`config.mk`:
```
export PLATFORM = sky130hd
export DESIGN_NAME = fetch_pc_scheduler
export DESIGN_NICKNAME = d
export VERILOG_FILES = /design/src/rtl/fetch_pkg.sv /design/src/rtl/fetch_pc_scheduler_branch_pred_2b.sv /design/src/rtl/fetch_pc_scheduler.sv
export SDC_FILE = /design/constraint.sdc
export NUM_CORES = 1
export LEC_CHECK = 0
export ABC_AREA = 1
export CORE_ASPECT_RATIO = 1.5
export CORE_MARGIN = 5
export CORE_UTILIZATION = 62
export CTS_BUF_LIST = sky130_fd_sc_hd__clkbuf_2 sky130_fd_sc_hd__clkbuf_4 sky130_fd_sc_hd__clkbuf_8
export CTS_CLUSTER_DIAMETER = 150
export DETAILED_ROUTE_END_ITERATION = 7
export PLACE_DENSITY = 0.84
export SLEW_MARGIN = 20
export SYNTH_ARGS = -nofsm -noshare
export SYNTH_HDL_FRONTEND = slang
export SYNTH_SLANG_ARGS = --single-unit
export TNS_END_PERCENT = 10
```
`constraint.sdc`:
```
create_clock -name clk_x70 -period 4 [get_ports clk_x70]
set_input_delay 0.8 -clock clk_x70 [delete_from_list [all_inputs] [get_ports clk_x70]]
set_output_delay 0.8 -clock clk_x70 [all_outputs]
set_load 0.05 [all_outputs]
```
`src/rtl/fetch_pkg.sv`:
```
// Shared types and constants for the fetch PC scheduler.
//   state_t  : sequencing FSM states
//   pc_src_t : which source feeds the next PC
//   opcode and predictor constants, and the saturating predictor step
package fetch_pkg;

  typedef enum logic [2:0] {IDLE, RUN, WAIT_RES, DRAIN, DONE} state_t;

  typedef enum logic [2:0] {SEQ, JUMP, BR_PRED, ROLLBACK, HOLD} pc_src_t;

  localparam logic [5:0] OP_BEQ = 6'b000100;
  localparam logic [5:0] OP_J   = 6'b000010;
  localparam logic [5:0] OP_LW  = 6'b100011;

  localparam logic [1:0] PRED_SNT = 2'b00;
  localparam logic [1:0] PRED_ST  = 2'b11;

  // One step of a 2-bit saturating counter.
  function automatic logic [1:0] sat_update(input logic [1:0] cur, input logic taken);
    if (taken) return (cur == PRED_ST) ? PRED_ST : cur + 2'd1;
    return (cur == PRED_SNT) ? PRED_SNT : cur - 2'd1;
  endfunction

endpackage

```
`src/rtl/fetch_pc_scheduler_branch_pred_2b.sv`:
```
// 2-bit saturating branch predictor.
//   clk, rst_n : clock and async active-low reset
//   update_en  : apply one resolution this cycle
//   taken      : resolved outcome (taken increments, not-taken decrements)
//   state      : current counter value; bit 1 is the prediction
module branch_pred_2b
  import fetch_pkg::*;
#(
  parameter logic [1:0] PRED_INIT = PRED_SNT
) (
  input  logic       clk,
  input  logic       rst_n,
  input  logic       update_en,
  input  logic       taken,
  output logic [1:0] state
);

  logic [1:0] cnt_q;

  always_ff @(posedge clk or negedge rst_n) begin
    if (!rst_n) begin
      cnt_q <= PRED_INIT;
    end else if (update_en) begin
      cnt_q <= sat_update(cnt_q, taken);
    end
  end

  assign state = cnt_q;

endmodule

```
`src/rtl/fetch_pc_scheduler.sv`:
```
// Fetch-stage sequencing controller: owns the PC and picks the next-PC
// source each cycle (sequential, jump, predicted branch, rollback, hold).
//   clk_x70, rst_n_x70        : clock, async active-low reset
//   dec_is_beq/j/imm_x70      : decode of the instruction at pc_x70
//   load_use_x70              : hold the instruction at pc_x70 one cycle
//   resolve_valid/taken_x70   : execute-stage resolution of the in-flight BEQ
//   pc_x70, fetch_valid_x70   : fetch address and whether it is a real slot
//   predicted_x70             : prediction for a BEQ at pc_x70
//   flush_x70                 : squash the wrong-path instruction in decode
//   pred_state_x70            : predictor counter
//   finished_x70              : sticky end-of-program flag
module fetch_pc_scheduler
  import fetch_pkg::*;
#(
  parameter int         TOTAL_INSTR  = 14,
  parameter int         PC_W         = 32,
  parameter int         DRAIN_CYCLES = 4,
  parameter logic [1:0] PRED_INIT    = 2'b00
) (
  input  logic            clk_x70,
  input  logic            rst_n_x70,
  input  logic            dec_is_beq_x70,
  input  logic            dec_is_j_x70,
  input  logic [15:0]     dec_imm_x70,
  input  logic            load_use_x70,
  input  logic            resolve_valid_x70,
  input  logic            resolve_taken_x70,
  output logic [PC_W-1:0] pc_x70,
  output logic            fetch_valid_x70,
  output logic            predicted_x70,
  output logic            flush_x70,
  output logic [1:0]      pred_state_x70,
  output logic            finished_x70
);

  localparam int DRAIN_W = (DRAIN_CYCLES < 2) ? 1 : $clog2(DRAIN_CYCLES + 1);
  localparam logic [PC_W-1:0]    LAST_PC  = PC_W'((TOTAL_INSTR - 1) * 4);
  localparam logic [PC_W-1:0]    PC_STEP  = PC_W'(4);
  localparam logic [DRAIN_W-1:0] DRAIN_LD = DRAIN_W'(DRAIN_CYCLES);
  localparam logic [DRAIN_W-1:0] DRAIN_1  = DRAIN_W'(1);

  state_t            state_q, state_d;
  pc_src_t           src;
  logic [PC_W-1:0]   pc_q, pc_d, rollback_q, rollback_d;
  logic [PC_W-1:0]   pc_nxt, seq_pc, target, offset;
  logic              fv_q, fv_d, flush_q, flush_d;
  logic              pred_taken_q, pred_taken_d;
  logic              past_end_q, past_end_d;
  logic [DRAIN_W-1:0] drain_q, drain_d;
  logic              outstanding, out_nxt, res_ok, mispredict, go_drain;
  logic              pred_upd;
  logic [1:0]        pred_state;

  branch_pred_2b #(.PRED_INIT(PRED_INIT)) u_pred (
    .clk       (clk_x70),
    .rst_n     (rst_n_x70),
    .update_en (pred_upd),
    .taken     (resolve_taken_x70),
    .state     (pred_state)
  );

  // Two's-complement add gives the signed, PC_W-truncated result directly.
  assign offset      = {{(PC_W-18){dec_imm_x70[15]}}, dec_imm_x70, 2'b00};
  assign seq_pc      = pc_q + PC_STEP;
  assign target      = pc_q + offset + PC_STEP;
  // A branch is in flight exactly while in WAIT_RES.
  assign outstanding = (state_q == WAIT_RES);
  assign res_ok      = resolve_valid_x70 & outstanding;
  assign mispredict  = res_ok & (resolve_taken_x70 != pred_taken_q);

  always_comb begin
    state_d      = state_q;
    pc_d         = pc_q;
    rollback_d   = rollback_q;
    fv_d         = fv_q;
    flush_d      = 1'b0;
    pred_taken_d = pred_taken_q;
    past_end_d   = past_end_q;
    drain_d      = drain_q;
    src          = HOLD;
    pc_nxt       = pc_q;
    out_nxt      = outstanding;
    pred_upd     = 1'b0;
    go_drain     = 1'b0;

    case (state_q)
      IDLE: begin
        state_d = RUN;
        fv_d    = 1'b1;
      end

      RUN, WAIT_RES: begin
        pred_upd = res_ok;
        if (res_ok) out_nxt = 1'b0;

        // past_end_q: the final branch pointed past the program; the held
        // PC is that branch, so decode must not reissue it.
        if (mispredict)                          src = ROLLBACK;
        else if (past_end_q || load_use_x70)     src = HOLD;
        else if (dec_is_j_x70)                   src = JUMP;
        else if (dec_is_beq_x70 && !outstanding) src = BR_PRED;
        else if (dec_is_beq_x70)                 src = HOLD;
        else                                     src = SEQ;

        case (src)
          ROLLBACK: begin
            pc_nxt  = rollback_q;
            flush_d = 1'b1;
          end
          JUMP: pc_nxt = target;
          BR_PRED: begin
            out_nxt      = 1'b1;
            pred_taken_d = pred_state[1];
            pc_nxt       = pred_state[1] ? target : seq_pc;
            rollback_d   = pred_state[1] ? seq_pc : target;
          end
          SEQ:     pc_nxt = seq_pc;
          default: pc_nxt = pc_q;
        endcase

        if (src == HOLD) begin
          fv_d = 1'b0;
          if (past_end_q && !out_nxt) go_drain = 1'b1;
          else                        state_d = out_nxt ? WAIT_RES : RUN;
        end else if (pc_nxt > LAST_PC) begin
          fv_d = 1'b0;
          if (out_nxt) begin
            state_d    = WAIT_RES;
            past_end_d = 1'b1;
          end else begin
            go_drain = 1'b1;
          end
        end else begin
          pc_d       = pc_nxt;
          fv_d       = 1'b1;
          past_end_d = 1'b0;
          state_d    = out_nxt ? WAIT_RES : RUN;
        end

        if (go_drain) begin
          state_d    = (DRAIN_CYCLES == 0) ? DONE : DRAIN;
          drain_d    = DRAIN_LD;
          past_end_d = 1'b0;
        end
      end

      DRAIN: begin
        fv_d = 1'b0;
        if (drain_q <= DRAIN_1) begin
          state_d = DONE;
          drain_d = '0;
        end else begin
          drain_d = drain_q - DRAIN_1;
        end
      end

      default: fv_d = 1'b0;
    endcase
  end

  always_ff @(posedge clk_x70 or negedge rst_n_x70) begin
    if (!rst_n_x70) begin
      state_q      <= IDLE;
      pc_q         <= '0;
      rollback_q   <= '0;
      fv_q         <= 1'b0;
      flush_q      <= 1'b0;
      pred_taken_q <= 1'b0;
      past_end_q   <= 1'b0;
      drain_q      <= '0;
    end else begin
      state_q      <= state_d;
      pc_q         <= pc_d;
      rollback_q   <= rollback_d;
      fv_q         <= fv_d;
      flush_q      <= flush_d;
      pred_taken_q <= pred_taken_d;
      past_end_q   <= past_end_d;
      drain_q      <= drain_d;
    end
  end

  assign pc_x70          = pc_q;
  assign fetch_valid_x70 = fv_q;
  assign flush_x70       = flush_q;
  assign predicted_x70   = pred_state[1];
  assign pred_state_x70  = pred_state;
  assign finished_x70    = (state_q == DONE);

endmodule
```
After elaboration in Yosys (flattened, before gate mapping)

Cells that the tools add are included.
Widths: inputs -> output; s select.

Add/subtract/negate cells: 6
$lt $le $gt $ge: 2
Equality and inequality tests: 16
Mux-type cells: 45
Bitwise operators: 4
Reduce and logical (&&, ||, !) cells: 16

Operators with widths:

| kind                  | number |
|---|---|
| $pmux 32 s4           | 1 |
| $mux 32               | 3 |
| $add 32x3->32 const B | 2 |
| $mux 3                | 14 |
| $add 32x32->32        | 1 |
| $gt 32x6->1 const B   | 1 |
| $mux 1                | 19 |
| $eq 3x2->1 const B    | 4 |
| $mux 2                | 5 |
| $pmux 3 s3            | 1 |
| $eq 3x1->1 const B    | 2 |
| $eq 3x3->1 const B    | 2 |
| $logic_not 3->1       | 2 |
| $pmux 3 s2            | 1 |
| $reduce_and 3->1      | 2 |
| $ne 5x5->1 const B    | 1 |
| $ne 2x2->1 const B    | 2 |
| $ne 4x4->1 const B    | 1 |
| $reduce_and 2->1      | 2 |
| $reduce_and 4->1      | 1 |
| $le 3x1->1 const B    | 1 |
| $ne 3x2->1 const B    | 1 |
| $reduce_bool 3->1     | 1 |
| $sub 3x1->3 const B   | 1 |
| 14 further kinds      | 18 |

Register bits after elaboration: 76
Logic and storage cells: 98

Logic depth before layout (Yosys ltp)

Depth after elaboration: 18
Mapped depth: 27

Cells and area by module

From an unflattened synthesis, not the netlist that was laid out.

Cells, all modules: 1282
Area, all modules: 7722.4 sq um

Modules (own cells, without submodules):

| module             | instances | cells an instance | area an instance (sq um) | seq. area each (sq um) |
|---|---|---|---|---|
| fetch_pc_scheduler | 1         | 1267              | 7621.1                   | 1851.8 |
| branch_pred_2b     | 1         | 15                | 101.3                    | 50.0 |

Worst setup path before layout

OpenSTA, ideal clock, no wires.

Kind: reg-to-reg
From: reg pc_q[2], in the netlist pc_x70[2]
To: reg pc_q[18], in the netlist pc_x70[18]
Arrival: 3.363 ns
Required time: 3.880 ns
Slack: 0.517 ns
Stages on the path, launching flop included: 25
Path buffers: 2
Period minus slack after synthesis: 3.483 ns
Cell sequence: dfrtp_1 inv_1 ha_1 inv_1 ha_1 inv_1 fa_1 inv_1 nand3_1 nand2_1 nand3_1 nand3_1 nand2_1 nand2_1 nand2_1 nand3_1 nand3_1 nor2_1 nand2_1 nor2_1 nand4_2 nor2_2 buf_4 buf_8 nor2_2

Cells in the longest elaborated chain, start to end: 8
Elaborated cells between the ends (all ways): 9
Classes of those cells: 3 x add/sub; 1 x order compare; 3 x mux; 1 x bitwise; 1 x reduce/logical

RTL lines:

| what                              | RTL line                  | RTL |
|---|---|---|
| start, declared                   | fetch_pc_scheduler.sv:44  | `logic [PC_W-1:0] pc_q, pc_d, rollback_q, rollback_d;` |
| start signal, assigned            | fetch_pc_scheduler.sv:173 | `pc_q <= pc_d;` |
| $add 32x32->32                    | fetch_pc_scheduler.sv:65  | `assign target = pc_q + offset + PC_STEP;` |
| $add 32x3->32                     | fetch_pc_scheduler.sv:65  |  |
| $mux 32                           | fetch_pc_scheduler.sv:114 | `pc_nxt = pred_state[1] ? target : seq_pc;` |
| $pmux 32 s4 *                     | fetch_pc_scheduler.sv:105 | `case (src)` |
| $mux 32 *                         | fetch_pc_scheduler.sv:86  | `case (state_q)` |
| $gt 32x6->1                       | fetch_pc_scheduler.sv:125 | `end else if (pc_nxt > LAST_PC) begin` |
| $not 1->1 (no source line)        | n/a                       |  |
| $reduce_and 3->1 (no source line) | n/a                       |  |

Every way passes the cells marked *; elsewhere a longest branch is shown, timed or not. The select of a mux whose other input is x is not followed.
A chain may end at the register's enable or synchronous reset.

Worst setup path in the final report

From: in dec_imm_x70[7]
To: reg pc_q[4], in the netlist pc_x70[4]

Cells in the longest elaborated chain, start to end: 8

RTL lines:

| what                                | RTL line                  | RTL |
|---|---|---|
| start, declared                     | fetch_pc_scheduler.sv:24  | `input logic [15:0] dec_imm_x70,` |
| $add 32x32->32 *                    | fetch_pc_scheduler.sv:65  |  |
| $add 32x3->32 *                     | fetch_pc_scheduler.sv:65  |  |
| $mux 32                             | fetch_pc_scheduler.sv:114 |  |
| $pmux 32 s4 *                       | fetch_pc_scheduler.sv:105 |  |
| $mux 32 *                           | fetch_pc_scheduler.sv:86  |  |
| $gt 32x6->1 *                       | fetch_pc_scheduler.sv:125 |  |
| $not 1->1 (no source line) *        | n/a                       |  |
| $reduce_and 3->1 (no source line) * | n/a                       |  |

Marks and branches as above.

==> flow_metrics.env <==
export IMPL_area_growth_pct=29.9
export IMPL_rr_startpoint="pc_x70[2]"
export IMPL_ys_seq_area_frac=0.248
export IMPL_drt_iter0_markers=845
export IMPL_syn_nets=1362
export IMPL_grt_busiest_layer="met2"
export IMPL_path_clk_slew_ns=0.08
export IMPL_p_int_mw=1.45
export IMPL_antennaDiodeCount=0
export IMPL_syn_instance_count=1278
export IMPL_synth_edff_count=0
export IMPL_grt_overflow=0
export IMPL_ant_nets=0
export IMPL_netlist_area_leader_share=0.248
export IMPL_fin_crit_ns=3.86
export IMPL_track_usage=0.359
export IMPL_fin_area_um2=9970
export IMPL_yosysWarnings=0
export IMPL_yosysTopAreaCell="dfrtp_1"
export IMPL_core_um2=12100
export IMPL_outcome="finished clean"
export IMPL_rows=49
export IMPL_met3_usage=0.0544
export IMPL_use_met1=0.409
export IMPL_yosys_top_cells_area="dfrtp_1 25%, nand2_1 22%, nand3_1 11%"
export IMPL_die_w_um=101
export IMPL_synthFlopType="dfrtp_1"
export IMPL_grt_start_max_net_pins=77
export IMPL_root_buffer="clkbuf_8"
export IMPL_leakagePower_nw=5.41
export IMPL_power_frac_clock=0.349
export IMPL_placed_area_um2=9180
export IMPL_rr_endpoint="pc_x70[4]"
export IMPL_crit_fanout=6
export IMPL_numPortBuffers=60
export IMPL_ys_types=38
export IMPL_setup_viol=0
export IMPL_cp_required_ns=4.26
export IMPL_switching_share=0.330
export IMPL_async_reset_ff_frac=1.00
export IMPL_grt_pass1_wl_mm=41.9
export IMPL_start_kind="input port"
export IMPL_drt_first_pass_iters=6
export IMPL_grt_pass1_vias=8791
export IMPL_cts_sinks=76
export IMPL_synth_area_um2=7670
export IMPL_wl_per_cell_um=17.8
export IMPL_nets=1524
export IMPL_rrSetupSlack_ns=0.36
export IMPL_antenna_found_initial=0
export IMPL_grt_use_met2=0.610
export IMPL_finalCritPeriodShare=0.965
export IMPL_worst_r2r_path_depth=23
export IMPL_slew_headroom=0.485
export IMPL_hold_path_class="in2async"
export IMPL_post_route_util=0.825
export IMPL_ir_worst_vdd_uv=201
export IMPL_fmax_mhz=259
export IMPL_cap_violations=0
export IMPL_cts_buffers=9
export IMPL_h_tree_depth=3
export IMPL_ys_top_cells_by_count="445 x nand2_1, 192 x inv_1, 165 x nand3_1"
export IMPL_die_area_um2=14700
export IMPL_wirelength_mm=28.4
export IMPL_ios=61
export IMPL_clk_latency_ns=0.38
export IMPL_drive_gt1_frac=0.178
export IMPL_drv_slew=0
export IMPL_clock_skew_ns=0.0207
export IMPL_p_per_area_nw_per_um2=218
export IMPL_tritoncts="built"
export IMPL_power_net_switching_mw=0.717
export IMPL_critical_path_class="in2reg"
export IMPL_pwr_share_comb=0.296
export IMPL_hold_viol=0
export IMPL_critPathLaunch="dec_imm_x70[7]"
export IMPL_viasPerCell=5.91
export IMPL_tightest_slew_ns=0.772
export IMPL_postSynthAreaPerCell_um2=6.00
export IMPL_initial_core_util=0.635
export IMPL_synth_most_common_cell="nand2_1"
export IMPL_ys_ff_latch=76
export IMPL_worstSetupEndpoint="pc_x70[4]"
export IMPL_gp_congestion=1.01
export IMPL_drc=0
export IMPL_die_h_um=146
export IMPL_crit_path_end_kind="register"
export IMPL_dp_hpwl_mm=20.6
export IMPL_worstPathArrival_ns=4.12
export IMPL_route_vias_total=9439
export IMPL_cts_buffer_depth=2
export IMPL_pwr_share_seq=0.355
==> how the worst min path moves through the flow <==
stage | from | to | slack (ns) | cells after the start
after floorplan | rollback_q[0] | rollback_q[0] | 0.45 | 2
after global placement | rollback_q[0] | rollback_q[0] | 0.46 | 2
after detailed placement | rollback_q[0] | rollback_q[0] | 0.47 | 2
after CTS | rollback_q[0] | rollback_q[0] | 0.49 | 2
after global routing | rollback_q[0] | rollback_q[0] | 0.50 | 2
final | rst_n_x70 | rollback_q[10] | 0.47 | 1
==> critical path, stage by stage <==
cell and delay, ns:
clkdlybuf4s50_1 0.41, ha_1 0.34, ha_4 0.29, nand2_1 0.13, buf_4 0.18, nor2_4 0.14, nand3_2 0.14, nand2_4 0.13
nand2_2 0.06, nand2_1 0.05, nand2_1 0.07, nand3_1 0.07, nand2_1 0.05, nand2_1 0.05, nand2_1 0.05, nor2_2 0.14
nand3_2 0.14, nor2_4 0.17, nand4_4 0.10, nor2_4 0.23, clkinvlp_4 0.21, nand2_1 0.10, o21ai_1 0.06
==> layer usage <==
| metal | routed length, µm | share of wire |
|---|---|---|
| met5 | 0 | 0 |
| met1 | 9880 | 0.35 |
| met2 | 13700 | 0.48 |
| met3 | 2590 | 0.091 |
| met4 | 2300 | 0.081 |
==> cells by family after synthesis <==
family / Yosys count / share of synthesized area
AO/OA/AOI/OAI: 97 / 0.0686
XOR/XNOR: 15 / 0.0171
adder cells (fa/ha/maj): 61 / 0.100
buffers and inverters: 223 / 0.120
flip-flops: 76 / 0.248
AND/OR/NAND/NOR: 806 / 0.446
==> metrics by stage <==
stage | hold slack, ns | TNS (ns) | power (mW) | cells | setup slack, ns
final | 0.470 | 0 | 2.17 | 1598 | 0.142
after global routing | 0.499 | -0.327 | 2.25 | 1598 | -0.0794
after CTS | 0.488 | 0 | 2.07 | 1596 | 0.0220
after detailed placement | 0.468 | -14.80 | 1.32 | 1578 | -0.482
after global placement | 0.463 | -14.36 | 1.31 | 1578 | -0.452
after floorplan | 0.448 | 0 | 1.09 | 1278 | 0.517
==> cells in the final DEF, fill, tap and decap left out, drive strengths merged <==
| cell type | count |
|---|---|
| nand2 | 447 |
| inv | 195 |
| nand3 | 167 |
| nor2 | 155 |
| buf | 119 |
| dfrtp | 76 |
| ha | 60 |
| clkdlybuf4s50 | 56 |
| a21oi | 51 |
| o21ai | 31 |
| nand4 | 16 |
| xor2 | 11 |
| nor3 | 10 |
| clkbuf | 9 |
| nand3b | 7 |
| o211ai | 6 |
| xnor2 | 4 |
| or2 | 3 |
| a221oi | 3 |
| bufinv | 3 |
| clkinv | 3 |
| a21o | 2 |
| clkinvlp | 2 |
| a31oi | 2 |
| dlymetal6s2s | 2 |
| nor3b | 1 |
| o22ai | 1 |
| o21a | 1 |
| fa | 1 |
| dlygate4sd2 | 1 |
==> power by group through the flow <==
stage	clock network [mW]	registers, mW	logic [mW]
after floorplan	0	0.788	0.307
after global placement	0	0.785	0.529
after detailed placement	0	0.785	0.538
after CTS	0.746	0.770	0.550
after global routing	0.784	0.770	0.695
final	0.758	0.770	0.642
==> state kept, by name, indices dropped and copies added (netlist names) <==
signal / count
flush_x70: 1
fetch_valid_x70: 1
pc_x70: 32
state_q: 3
rollback_q: 32
pred_taken_q: 1
past_end_q: 1
u_pred.state: 2
drain_q: 3
==> repair_timing <==
item | 4_1_cts | 5_1_grt
buffers inserted | 0 | 2
pin swaps | 4 | 23
endpoints found under the setup margin | 36 | 37
cloned | 2 | 0
hold buffers | 0 | 0
gates resized for setup | 22 | 84
==> cell type report <==
class,instances,area (µm²)
clock buffer,9,124
clock inverter,7,121
fill,847,2110
inverter,195,738
multi-input combinational,979,5360
sequential,76,1900
tap,153,191
timing repair buffer,178,1520
timing repair inverter,1,7.51
(Power assumes the default switching activity.)
